## config.mk

```make
export PLATFORM = sky130hd
export DESIGN_NAME = if_fetch_unit_flat
export DESIGN_NICKNAME = d
export VERILOG_FILES = /design/src/rtl/if_fetch_unit_if.sv /design/src/rtl/if_fetch_unit.sv /design/src/flat_wrapper.sv
export SDC_FILE = /design/constraint.sdc
export NUM_CORES = 1
export LEC_CHECK = 0
export CORE_MARGIN = 2
export CORE_UTILIZATION = 52
export CTS_BUF_LIST = sky130_fd_sc_hd__clkbuf_2 sky130_fd_sc_hd__clkbuf_4 sky130_fd_sc_hd__clkbuf_8
export DETAILED_ROUTE_END_ITERATION = 8
export GPL_ROUTABILITY_DRIVEN = 0
export GPL_TIMING_DRIVEN = 0
export PLACE_DENSITY = 0.83
export SETUP_SLACK_MARGIN = 0.02
export SYNTH_ARGS = -nofsm -noshare
export SYNTH_HDL_FRONTEND = slang
export SYNTH_SLANG_ARGS = --single-unit
```

## constraint.sdc

```tcl
create_clock -name clk -period 5.9 [get_ports clk]
set_input_delay 1.18 -clock clk [delete_from_list [all_inputs] [get_ports clk]]
set_output_delay 1.18 -clock clk [all_outputs]
set_load 0.005 [all_outputs]
```

## src/rtl/if_fetch_unit_if.sv

```systemverilog
// if_fetch_unit_if: instruction memory request/response channel between fetch unit and imem
interface if_fetch_unit_if;
  logic        imem_req_valid;
  logic [31:0] imem_req_addr;
  logic        imem_req_ready;
  logic        imem_rsp_valid;
  logic [31:0] imem_rsp_data;
  modport master(output imem_req_valid, imem_req_addr, input imem_req_ready, imem_rsp_valid, imem_rsp_data);
  modport slave(input imem_req_valid, imem_req_addr, output imem_req_ready, imem_rsp_valid, imem_rsp_data);
endinterface

```

## src/rtl/if_fetch_unit.sv

```systemverilog
// if_fetch_unit: RISC-V fetch stage with credit-limited imem requests, instruction FIFO and redirect flush
module if_fetch_unit #(
  parameter logic [31:0] RESET_PC   = 32'h0000_0000,
  parameter int          FIFO_DEPTH = 4,
  parameter int          MAX_OUTST  = 4
) (
  input  logic                   clk,
  input  logic                   rst,
  input  logic                   stallF,
  input  logic                   redirect,
  input  logic [31:0]            redirect_pc,
  if_fetch_unit_if.master        imem,
  output logic                   validF,
  output logic [31:0]            instrF,
  output logic [31:0]            PCF,
  output logic [31:0]            PCPlus4F
);
  localparam int AW = $clog2(FIFO_DEPTH);
  localparam int CW = $clog2(FIFO_DEPTH + 1);
  localparam int IW = $clog2(MAX_OUTST + 1);
  logic [31:0]   fetch_pc_q, fetch_pc_d;
  logic [IW-1:0] inflight_q, inflight_d, kill_q, kill_d;
  logic [CW-1:0] cnt_q, cnt_d;
  logic [AW-1:0] rd_q, rd_d, wr_q, wr_d;
  logic [31:0]   pc_buf_q [FIFO_DEPTH];
  logic [31:0]   instr_buf_q [FIFO_DEPTH];
  logic          pop, push, acc, rsp;
  logic [31:0]   used;
  always_comb begin
    validF = cnt_q != '0;
    pop = validF && !stallF && !redirect;
    rsp = imem.imem_rsp_valid;
    push = rsp && kill_q == '0 && !redirect;
    // credits count buffered entries plus live (not killed) requests so a push always has room
    used = 32'(cnt_q) - 32'(pop) + 32'(inflight_q) - 32'(kill_q);
    imem.imem_req_valid = !rst && !redirect && 32'(inflight_q) < 32'(MAX_OUTST) && used < 32'(FIFO_DEPTH);
    imem.imem_req_addr = fetch_pc_q;
    acc = imem.imem_req_valid && imem.imem_req_ready;
    inflight_d = inflight_q + IW'(acc) - IW'(rsp);
    kill_d = redirect ? inflight_d : kill_q - IW'(rsp && kill_q != '0);
    fetch_pc_d = redirect ? redirect_pc : fetch_pc_q + (acc ? 32'd4 : 32'd0);
    cnt_d = redirect ? '0 : cnt_q + CW'(push) - CW'(pop);
    rd_d = redirect ? '0 : rd_q + AW'(pop);
    wr_d = redirect ? '0 : wr_q + AW'(push);
    instrF = validF ? instr_buf_q[rd_q] : 32'h0000_0013;
    PCF = validF ? pc_buf_q[rd_q] : '0;
    PCPlus4F = validF ? pc_buf_q[rd_q] + 32'd4 : '0;
  end
  always_ff @(posedge clk or posedge rst) begin
    if (rst) begin
      fetch_pc_q <= RESET_PC;
      inflight_q <= '0;
      kill_q <= '0;
      cnt_q <= '0;
      rd_q <= '0;
      wr_q <= '0;
    end else begin
      fetch_pc_q <= fetch_pc_d;
      inflight_q <= inflight_d;
      kill_q <= kill_d;
      cnt_q <= cnt_d;
      rd_q <= rd_d;
      wr_q <= wr_d;
    end
  end
  always_ff @(posedge clk) begin
    if (push) begin
      pc_buf_q[wr_q] <= fetch_pc_q - 32'(inflight_q - kill_q) * 32'd4;
      instr_buf_q[wr_q] <= imem.imem_rsp_data;
    end
  end
endmodule

```

## src/flat_wrapper.sv

```systemverilog
// flat-port wrapper written by rule: the top's interface ports become plain ports
module if_fetch_unit_flat 
#(
  parameter logic [31:0] RESET_PC   = 32'h0000_0000,
  parameter int          FIFO_DEPTH = 4,
  parameter int          MAX_OUTST  = 4
)
  (clk, rst, stallF, redirect, redirect_pc, validF, instrF, PCF, PCPlus4F, imem_imem_req_valid, imem_imem_req_addr, imem_imem_req_ready, imem_imem_rsp_valid, imem_imem_rsp_data);
  if_fetch_unit_if imem_i ();
  input  logic clk;
  input  logic rst;
  input  logic stallF;
  input  logic redirect;
  input  logic [31:0] redirect_pc;
  output logic validF;
  output logic [31:0] instrF;
  output logic [31:0] PCF;
  output logic [31:0] PCPlus4F;
  output wire logic [$bits(imem_i.imem_req_valid)-1:0] imem_imem_req_valid;
  output wire logic [$bits(imem_i.imem_req_addr)-1:0] imem_imem_req_addr;
  input wire logic [$bits(imem_i.imem_req_ready)-1:0] imem_imem_req_ready;
  input wire logic [$bits(imem_i.imem_rsp_valid)-1:0] imem_imem_rsp_valid;
  input wire logic [$bits(imem_i.imem_rsp_data)-1:0] imem_imem_rsp_data;
  assign imem_imem_req_valid = imem_i.imem_req_valid;
  assign imem_imem_req_addr = imem_i.imem_req_addr;
  assign imem_i.imem_req_ready = imem_imem_req_ready;
  assign imem_i.imem_rsp_valid = imem_imem_rsp_valid;
  assign imem_i.imem_rsp_data = imem_imem_rsp_data;
  if_fetch_unit #(.RESET_PC(RESET_PC), .FIFO_DEPTH(FIFO_DEPTH), .MAX_OUTST(MAX_OUTST)) u_core (.clk(clk), .rst(rst), .stallF(stallF), .redirect(redirect), .redirect_pc(redirect_pc), .imem(imem_i), .validF(validF), .instrF(instrF), .PCF(PCF), .PCPlus4F(PCPlus4F));
endmodule
```

# After elaboration in Yosys (flattened, before gate mapping)
# Memories as Yosys holds them, arrays and structs flattened.
# Index checks and enable logic that the tools add are counted.
# word_totals
ff_bits	45
ramBits	256
out_inout_bits	130
mem_count	2
# memory_table
name	depth	width	rd	rd_clocked_by_memory_dff	wr	line	text
u_core.instr_buf_q	4	32	1	0	1	if_fetch_unit.sv:26	logic [31:0] instr_buf_q [FIFO_DEPTH];
u_core.pc_buf_q	4	32	1	0	1	if_fetch_unit.sv:25	logic [31:0] pc_buf_q [FIFO_DEPTH];
# classes
addsub	14
order_cmp	2
muxes	11
reduce_logical	15
# op_table
op	count
2-to-1 mux 32 bit	4
adder 32 x 3 -> 32 bit	1
adder 32 x 3 -> 32 bit, second input constant	1
adder 32 bit	1
less-than comparator 32 x 3 -> 1 bit, second input constant	1
subtractor 32 x 3 -> 32 bit	1
subtractor 32 bit	1
logical AND 1 bit	9
2-to-1 mux 3 bit	3
subtractor 3 x 1 -> 3 bit	3
adder 3 x 1 -> 3 bit	2
nonzero test 3 bit	2
adder 2 x 1 -> 2 bit	2
2-to-1 mux 2 bit	2
subtractor 3 x 1 -> 4 bit	1
subtractor 3 x 3 -> 4 bit	1
logical NOT 1 bit	3
logical NOT 3 bit	1
less-than comparator 3 bit, second input constant	1
2-to-1 mux 1 bit	2

# Longest topological paths before layout
# Gate-level depths: netlist of run 1.
# logic_depth
ltp_word	12
ltp_mapped	24

# Worst setup path before layout of run 1
# Ideal clock, no wire load.
# synth_path
kind	in2reg
start	input port redirect
end	memory u_core.instr_buf_q[1][0] (enable)
arrival_ps	6306
required_ps	5322
path_slack_ps	-984
path_stages	3
n_path_buf	1
cell_sequence	clkbuf_1 nand3b_1 nor3b_1
# synth_between
elab_chain_cells	4
# synth_rtl
item	line	text
start, declared	flat_wrapper.sv:13	input logic redirect;
logical NOT 1 bit	if_fetch_unit.sv:33	push = rsp && kill_q == '0 && !redirect;
logical AND 1 bit	if_fetch_unit.sv:33	
2-to-1 mux 1 bit	if_fetch_unit.sv:67	if (push) begin
2-to-1 mux 1 bit (implied by the code)	if_fetch_unit.sv:69	instr_buf_q[wr_q] <= imem.imem_rsp_data;
end, declared	if_fetch_unit.sv:26	
# No other way between the ends.

# Final worst setup path of run 1
# layout_path
start	input port redirect
end	output port imem_imem_req_valid
# layout_between
elab_chain_cells	7
# layout_rtl
item	line	text
logical NOT 1 bit *	if_fetch_unit.sv:31, if_fetch_unit.sv:36	
logical AND 1 bit	if_fetch_unit.sv:31	pop = validF && !stallF && !redirect;
subtractor 3 x 1 -> 4 bit	if_fetch_unit.sv:35	used = 32'(cnt_q) - 32'(pop) + 32'(inflight_q) - 32'(kill_q);
adder 32 x 3 -> 32 bit	if_fetch_unit.sv:35	
subtractor 32 x 3 -> 32 bit	if_fetch_unit.sv:35	
less-than comparator 32 x 3 -> 1 bit	if_fetch_unit.sv:36	imem.imem_req_valid = !rst && !redirect && 32'(inflight_q) < 32'(MAX_OUTST) && used < 32'(FIFO_DEPTH);
logical AND 1 bit *	if_fetch_unit.sv:36	
end, declared	flat_wrapper.sv:19	output wire logic [$bits(imem_i.imem_req_valid)-1:0] imem_imem_req_valid;
# Mark *: on every way between the ends. The rest lies on a longest branch, timed or not.

==> impl_results.md, run 1 <==
* Post-synth EDFFs at 256
* Worst Path Arrival at 4.67 ns
* Root Buffer: clkbuf_8
* Final net count at 1420
* WL per Instance at 19.2 um
* Worst Hold End: u_core.pc_buf_q[3][0]
* Multi-input combinational cell area at 0.00565 sq mm
* Slowest-stage cell, CP: or4_4
* Io pins at 200
* Post-DRT Antenna Nets at 0
* Die Footprint at 0.0295 sq mm
* Synth Instances at 1028
* Initial antenna violation count at 0
* Final WL at 32800 um
* Synth Register Bits at 301
* Ant. Diodes at 0
* CTS buffer count at 47
* Clock latency on the worst-skew pair at 0.55 ns
* TritonRoute pass-1 iters at 6
* Initial core utilization at 0.527
* Maxcap violations at 0
* Remaining Overflow, GRT at 0
* Largest net degree at the start of global routing at 40
* FFs w/ async S/R, synth at 0.150
* Status: complete, no violations
* Seq/Total Area, Yosys at 0.602
* WHS Path Cells at 0
* Hold_sp: u_core.imem.imem_req_addr[0]
* Tot GR Track Use at 0.228
* Final setup viols at 0
* CP max FO at 4
* Fin. Hold Viols at 0
* Ys flop type: edfxtp_1
* Net Count, Synth at 1155
* Initial DRC count at 934
* Fmax at 171 MHz
* HPWL Detailed at 23900 um
* Vias at 9495
* Most common cell after layout, fill and taps aside: edfxtp_1
* Area Overhead vs Synth at 27.0%
* RSZ-0062 raised after global routing: yes
* Post-place setup slack at -1.19 ns
* Fin cells at 1707
* Clk_skew at 0.0129 ns
* Period utilisation layout at 0.992
* Slowest stage delay, CP at 0.55 ns
* # DRC at 0
* Critical Path RT at 4.72 ns
* Clk pin slew, worst setup/hold paths at 0.06 ns
* Reg area at 0.00881 sq mm
* Largest delay share family, worst path: adder cells
* Max Root-Sink Buffers at 3
* Vias in the first global route at 9768
* Horiz. Die Dim at 172 um
* Fill count at 1945
* Hold Path Class: flop to flop
* Placed inst area at 0.0175 sq mm
* Crit-path cells: buf_12 > clkbuf_16 > nor3_4 > ha_4 > inv_4 > ha_4 > fa_1 > ha_1 > and3_4 > o21a_1 > or2_4 > fa_1 > or4_4 > nor3_4 > buf_2
* Yosys Warn Count at 0
* Crit path buffers/inverters at 4
* Core ar. at 0.0278 sq mm
* Hold Buf Count CTS at 0
* Clock sink count at 301
* Period minus WS final at 5.85 ns
* Synth Cell Area at 0.0146 sq mm
* Cell row count at 61
* Peak VDD IR at 0.235 mV
* Slew headroom at 0.406
* Critical path type: input pin to output pin
* Post-route design area at 0.0186 sq mm
* Yosys cell types at 65
* Worst r2r dst: u_core.imem.imem_req_addr[31]
* DIE HEIGHT at 172 um
* IO Port Bufs at 199
* Commonest cells after routing, fill and taps aside: edfxtp_1, clkdlybuf4s50_1, nand2_1, nor2b_1, mux4_2
* Critical Path Sink Type: output pin
* H-tree depth at 2
* Fin. max-slew vios at 0
* Ratio of cells with drive above 1 in the final layout at 0.160
* Vias/cell at 5.56
* Setup WS post-layout at 0.0466 ns
* Synthesized area per cell at 14.2 sq um
* R2R Path Start: u_core.cnt_q[0]
* Register-to-Register Path Depth at 23
* Pwr Density at 532 mW/mm^2
* Dpl cells at 1617
* FF-to-FF setup slack at 0.37 ns
* Crit start category: input pin
* Worst Max-Slew Pin Slew at 0.890 ns
* CTS tree: built
* Static Leak at 0.00647 uW
* First-pass GRT wire length at 51700 um
==> synth_stat cells (8+ instances only) <==
cell type    n  area share
a21o_1      10      0.0051
a21oi_1     38       0.013
and3_1      13      0.0056
clkbuf_1    29      0.0074
dfrtp_1     45       0.077
edfxtp_1   256        0.53
ha_1        50       0.043
inv_1       32      0.0082
mux4_2      59       0.091
nand2_1     72       0.018
nand2b_1     8      0.0034
nand3_1     27      0.0092
nand4_1     10      0.0043
nor2_1      57       0.015
nor2b_1     68       0.029
nor3_1      13      0.0044
o21ai_0     48       0.016
xnor2_1     42       0.025
xor2_1      45       0.027
==> cell families (layout without fill, tap and decap cells) <==
kind of cell    after synthesis  in the layout  share of synthesized area
compound gates              133            133                     0.0546
xor+xnor                     87             87                     0.0521
fa+ha+maj                    57             57                     0.0523
buf+inv                      76            377                     0.0241
flops                       301            301                      0.602
mux                          68             68                      0.103
simple gates                306            306                      0.112
==> where the power goes <==
group | switching, uW | internal (uW)
sequential | 89.3 | 3130
clock | 765 | 1000
combinational | 2800 | 2100
==> through the flow <==
stage	hold WS, ns	total power, uW	util	TNS, ns
after floorplan	0.515	6340	-	0
after global placement	0.525	7870	0.620	-279.25
after detailed placement	0.556	8080	0.631	-27.24
after CTS	0.569	9930	0.668	-0.0719
after global routing	0.598	10600	0.669	-0.0696
final	0.568	9890	0.669	0
==> sequential cells by signal (all words and copies together) (netlist names) <==
register / flops
u_core.rd_q: 2
u_core.instr_buf_q: 128
u_core.cnt_q: 3
u_core.pc_buf_q: 128
u_core.inflight_q: 3
u_core.wr_q: 2
u_core.imem.imem_req_addr: 32
u_core.kill_q: 3
==> layer usage <==
layer	up-vias	GRT usage	wire [um]
li1	4397	-	-
met4	0	0.0672	721
met1	4661	0.307	13900
met5	-	0	0
met2	380	0.385	16000
met3	57	0.0400	2260
==> repair_timing <==
item / in CTS / in global routing
setup endpoints to repair: 27 / 5
buffers inserted: 5 / 1
resized for setup: 23 / 2
pin swaps: 7 / 7
==> area by class of cell <==
type                            count  area share
Timing Repair Buffer              217       0.125
Clock buffer                       59      0.0400
Clock inverter                     26      0.0118
Buffer                             43      0.0135
Tap cell                          378      0.0254
Multi-Input combinational cell    651       0.304
Sequential cell                   301       0.474
Inverter                           32     0.00660
==> worst max-delay path by stage <==
stage,start,to,slack (ns),depth (start not counted)
6_report,redirect,imem_imem_req_valid,0.05,15
5_1_grt,redirect,imem_imem_req_valid,-0.07,15
4_1_cts,redirect,imem_imem_req_valid,-0.07,15
2_1_floorplan,redirect,u_core.imem.imem_req_addr[31],0.03,23
3_5_place_dp,redirect,imem_imem_req_valid,-1.19,16
3_3_place_gp,redirect,u_core.instr_buf_q[2][10],-1.70,6
(Power assumes the default switching activity.)
==> run 2: changes to the inputs <==
CORE_UTILIZATION = 60   (was 52)
CTS_CLUSTER_DIAMETER = 80   (was default)
DONT_BUFFER_PORTS = 1   (was default)
==> impl_results.md, run 2 (synthesis results as in run 1) <==
* Crit-path cells: clkbuf_8 > nor3_4 > ha_4 > inv_2 > ha_4 > fa_1 > ha_1 > and3_1 > o21a_1 > or2_2 > fa_1 > or4_4 > nor3_4
* Register-to-Register Path Depth at 23 (unchanged)
* H-tree depth at 2 (unchanged)
* Cell row count at 57 (-6.6%)
* Internal at 5540 uW (-11%)
* Tot GR Track Use at 0.251 (+0.0225)
* CTS buffer count at 47 (unchanged)
* Fin. max-slew vios at 0 (unchanged)
* Fin. Hold Viols at 0 (unchanged)
* RSZ-0062 raised after global routing: no
* CTS tree: built
* Largest net degree at the start of global routing at 60 (+50%)
* Ratio of cells with drive above 1 in the final layout at 0.179 (+0.0189)
* Static Leak at 0.00565 uW (-13%)
* Post-route design area at 0.0164 sq mm (-12%)
* CP startpoint: redirect
* Slowest-stage cell, CP: or4_4
* Critical Path Sink Type: output pin
* FF-to-FF setup slack at 0.31 ns (-0.06 ns)
* DIE HEIGHT at 160 um (-6.7%)
* Ant. Diodes at 0 (unchanged)
* Vias/cell at 6.02 (+8.2%)
* CP max FO at 19 (+15)
* Period utilisation layout at 0.979 (-0.0132)
* Max Root-Sink Buffers at 3 (unchanged)
* Fill count at 1688 (-13%)
* WL per Instance at 21.8 um (+14%)
* HPWL Detailed at 23100 um (-3.1%)
* Final WL at 31600 um (-3.8%)
* Clock latency on the worst-skew pair at 0.57 ns (+0.02 ns)
* Placed inst area at 0.0155 sq mm (-12%)
* Vias in the first global route at 8800 (-9.9%)
* Multi-input combinational cell area at 0.00564 sq mm (-0.15%)
* Pwr Density at 559 mW/mm^2 (+5.0%)
* Dpl cells at 1364 (-16%)
* Switching share of power at 0.395 (+0.0250)
* Io pins at 200 (unchanged)
* First-pass GRT wire length at 49400 um (-4.3%)
* Sequential power share at 0.353 (+0.027)
* Post-DRT Antenna Nets at 0 (unchanged)
* Hold Buf Count CTS at 0 (unchanged)
* Crit start category: input pin
* Largest delay share family, worst path: adder cells
* TritonRoute pass-1 iters at 5 (-1)
* Root Buffer: clkbuf_8
* Clk pwr share at 0.180 (about the same)
* Status: complete, no violations
* Crit path buffers/inverters at 2 (-2)
* Initial core utilization at 0.607 (+0.0803)
* Initial DRC count at 797 (-15%)
* Remaining Overflow, GRT at 0 (unchanged)
* Initial antenna violation count at 0 (unchanged)
* Fmax at 173 MHz (+1.3%)
* Final setup viols at 0 (unchanged)
* Period minus WS final at 5.78 ns (-0.0777 ns)
* Comb power frac at 0.467 (-0.028)
* Peak VDD IR at 0.287 mV (+22%)
* Hold Path Class: input pin to asynchronous set/reset pin
* Vias at 8702 (-8.4%)
* Slew headroom at 0.396 (-0.00972)
* Critical Path Stages at 13 (-2)
* CP endpoint: imem_imem_req_valid
* Area Overhead vs Synth at 11.9%
* R2R Path Start: u_core.cnt_q[0]
* Slowest stage delay, CP at 0.50 ns (-0.05 ns)
* Fin cells at 1446 (-15%)
* Worst Max-Slew Pin Slew at 0.906 ns (+0.0155 ns)
* Most common cell after layout, fill and taps aside: edfxtp_1
* Reg area at 0.00881 sq mm (unchanged)
* Critical Path RT at 4.72 ns (about the same)
* Horiz. Die Dim at 160 um (-6.7%)
* Die Footprint at 0.0257 sq mm (-13%)
* Core ar. at 0.0241 sq mm (-13%)
* Worst Path Arrival at 4.60 ns (-0.07 ns)
* Maxcap violations at 0 (unchanged)
* Clk_skew at 0.0294 ns (+0.0164 ns)
* NetSw at 3610 uW (-1.2%)
* Clock sink count at 301 (unchanged)
* Clk pin slew, worst setup/hold paths at 0.06 ns (about the same)
* Commonest cells after routing, fill and taps aside: edfxtp_1, nand2_1, nor2b_1, mux4_2, nor2_1
* Critical path type: input pin to output pin
* # DRC at 0 (unchanged)
* IO Port Bufs at 0 (-100%)
* Worst r2r dst: u_core.imem.imem_req_addr[31]
* Final net count at 1216 (-14%)
[run 2: layer usage]
layer  wire, um  track usage
met1      13300        0.341
met2      15200        0.411
met3       2520       0.0657
met4        565       0.0622
met5          0            0
[run 2: power groups by stage]
stage / combinational [uW] / sequential (uW) / clock [uW]
floorplan: 3110 / 3240 / 0
global placement: 4020 / 3260 / 0
detailed placement: 4200 / 3270 / 0
CTS: 4250 / 3230 / 1680
global route: 4780 / 3250 / 1760
finish: 4270 / 3230 / 1650
[run 2: area by class of cell]
type                    instances  area share
plain buffers                  43      0.0147
clock buffers                  62      0.0479
clock inverters                20     0.00626
inverters                      32     0.00733
multi-input cells             651       0.344
flip-flops and latches        301       0.538
well taps                     324      0.0247
repair buffers                 13      0.0170
[run 2: how the worst min path moves through the flow]
stage | start | end | slack (ns)
6_report | rst | u_core.imem.imem_req_addr[1] | 0.49
5_1_grt | rst | u_core.imem.imem_req_addr[1] | 0.48
4_1_cts | rst | u_core.imem.imem_req_addr[1] | 0.47
3_5_place_dp | u_core.imem.imem_req_addr[0] | u_core.pc_buf_q[0][0] | 0.59
3_3_place_gp | u_core.imem.imem_req_addr[0] | u_core.pc_buf_q[1][0] | 0.58
2_1_floorplan | u_core.imem.imem_req_addr[0] | u_core.pc_buf_q[0][0] | 0.51
[run 2: stage by stage]
| stage | utilization | setup WS, ns | setup TNS [ns] | power, uW | hold WS [ns] |
|---|---|---|---|---|---|
| 6_report | 0.680 | 0.124 | 0 | 9150 | 0.488 |
| 5_1_grt | 0.680 | 0.0240 | 0 | 9790 | 0.482 |
| 4_1_cts | 0.679 | 0.0858 | 0 | 9160 | 0.471 |
| 3_5_place_dp | 0.641 | -0.789 | -13.23 | 7470 | 0.590 |
| 3_3_place_gp | 0.629 | -0.983 | -144.11 | 7280 | 0.582 |
| 2_1_floorplan | - | 0.0326 | 0 | 6340 | 0.515 |
[run 2: what timing repair did]
action,in CTS,in global routing
pin swaps,4,1
setup endpoints to repair,34,4
hold endpoints to repair,0,0
resized for setup,6,3
setup buffers,1,0
==> edit (flow settings as in run 1) <==
`FIFO_DEPTH` is set to 4 in 2 places; all go to 8.
--- a/src/rtl/if_fetch_unit.sv
+++ b/src/rtl/if_fetch_unit.sv
@@ -1,7 +1,7 @@
 // if_fetch_unit: RISC-V fetch stage with credit-limited imem requests, instruction FIFO and redirect flush
 module if_fetch_unit #(
   parameter logic [31:0] RESET_PC   = 32'h0000_0000,
-  parameter int          FIFO_DEPTH = 4,
+  parameter int          FIFO_DEPTH = 8,
   parameter int          MAX_OUTST  = 4
 ) (
   input  logic                   clk,
--- a/src/flat_wrapper.sv
+++ b/src/flat_wrapper.sv
@@ -2,7 +2,7 @@
 module if_fetch_unit_flat 
 #(
   parameter logic [31:0] RESET_PC   = 32'h0000_0000,
-  parameter int          FIFO_DEPTH = 4,
+  parameter int          FIFO_DEPTH = 8,
   parameter int          MAX_OUTST  = 4
 )
   (clk, rst, stallF, redirect, redirect_pc, validF, instrF, PCF, PCPlus4F, imem_imem_req_valid, imem_imem_req_addr, imem_imem_req_ready, imem_imem_rsp_valid, imem_imem_rsp_data);
Formal check against the unedited RTL: not equivalent (Yosys sat finds a counterexample within 10 cycles, from zero or initial values and one cycle with rst high).
==> edit against run 1 <==
Power up 56%. Highest routed layer is now met5. Final area up 62%. Maximum frequency up 2.4%. Wire length up 74%. Clock power up 78%. Sequential cell count up 259. Critical path type is now reg2out. Area after synthesis up 70%. Worst setup slack better by 0.14 ns.
==> edit: results (changes against run 1) <==
- Outcome: complete, no violations
- Wire length of the first global-routing pass: 86.27 mm (+67%)
- WL per Instance: 23.25 um (+21%)
- Fill count: 3,204 (+65%)
- Layout cell share with drive strength beyond 1: 21.11% (+5.1 points)
- Maximum vdd drop: 0.0003736 V (+59%)
- Initial antenna violation count: 3 (+3)
- Gr usage total: 23.32% (+0.47 points)
- Clk_lat worst skew: 0.65 ns (+0.10 ns)
- Aggregate routed wire length: 57.17 mm (+74%)
- Unique masters post-synth: 69 (+6.2%)
- Post-DP Area: 0.02830 mm2 (+61%)
- Critical Path AT: 4.54 ns (-0.13 ns)
- Number of synthesized flops with an enable pin: 512 (+100%)
- Htree depth: 3 (+1)
- Mux share of post-synthesis cell area: 14.67% (+4.4 points)
- Post-synthesis cell count: 1,469 (+43%)
- Pleak: 0.01009 uW (+56%)
- Dpl ws: -1.615 ns (-0.4205 ns)
- Rel. slew slack: 24.78% (-16 points)
- M1 WL: 22.21 mm (+60%)
- CTS Buf Count: 87 (+85%)
- HPWL after DPL: 39.78 mm (+67%)
- Syn Nets: 1,603 (+39%)
- Iter 0 DRT Violations: 1,315 (+41%)
- Placed cells: 2,309 (+43%)
- Vias: 14,544 (+53%)
- Final Skew: 0.03443 ns (+0.02151 ns)
- Top sig layer: met5
- Adder-cell share of the synthesized area: 3.432% (-1.8 points)
- XOR/XNOR Fraction of Synth Area: 2.924% (-2.3 points)
- Met2 wire length: 28.48 mm (+78%)
- Ys async rst share: 8.571% (-6.4 points)
- Commonest cells in the synthesized netlist: edfxtp_1 (512), nor2_1 (124), mux4_2 (122)
- Wire length on met3: 4.977 mm (+120%)
[edit: cells by family after synthesis]
logic type               after synthesis
buffers and inverters                101
XOR/XNOR                              83
AO/OA/AOI/OAI                        142
multiplexers                         197
AND/OR/NAND/NOR                      322
adder cells (fa/ha/maj)               64
flip-flops                           560
[edit: metrics by stage]
step	TNS [ns]	utilization (%)	power, uW
final	0	63.39	15470
after global routing	-0.1514	63.39	16350
after CTS	0	63.31	15450
after detailed placement	-40.20	59.64	12270
after global placement	-1119.83	58.27	11950
after floorplan	0	-	9828
[edit: per-layer routing]
metal / GRT usage (%) / vias to the layer above
met5: 0 / -
li1: - / 6406
met3: 5.091 / 110
met4: 7.015 / 4
met1: 30.77 / 7300
met2: 39.15 / 724
[edit: power by group]
part,switching (uW),internal (uW)
Clock,1460,1690
Combinational,3930,2460
Sequential,90.2,5840
[edit: cell type report]
class,count,area (um2),area share [%]
diodes,1,2.502,0.008320
plain buffers,60,341.6,1.136
clock buffers,118,1449,4.817
clock inverters,29,226.5,0.7529
inverters,38,142.6,0.4742
multi-input cells,808,7956,26.45
flip-flops and latches,560,16580,55.11
well taps,615,769.5,2.558
repair buffers,230,2614,8.690
[edit: path summary, 6_finish.rpt]
check                      cells past startpoint  slack, ns                            end        startpoint
min reg2reg                                    2       0.62               u_core.kill_q[2]  u_core.kill_q[2]
min in group asynchronous                      2       0.88                 u_core.wr_q[2]               rst
max in group asynchronous                      3       4.46  u_core.imem.imem_req_addr[24]               rst
min                                            2       0.62               u_core.kill_q[2]  u_core.kill_q[2]
max reg2reg                                   26       0.42  u_core.imem.imem_req_addr[29]   u_core.cnt_q[2]
max                                           10       0.18                     instrF[24]    u_core.rd_q[1]
[edit: worst max-delay path: stages, from the launching register on]
cell and delay (ns):
dfrtp_1 0.36, buf_2 0.28, buf_2 0.34, buf_2 0.34
buf_2 0.33, buf_2 0.34, buf_1 0.67, mux4_2 0.42
mux2i_1 0.20, nor2_1 0.10, clkdlybuf4s50_1 0.50
[edit: what timing repair did]
item | in CTS | in global routing
buffers inserted | 3 | 2
gates resized for setup | 23 | 13
pin swaps | 4 | 12
endpoints found under the setup margin | 35 | 15
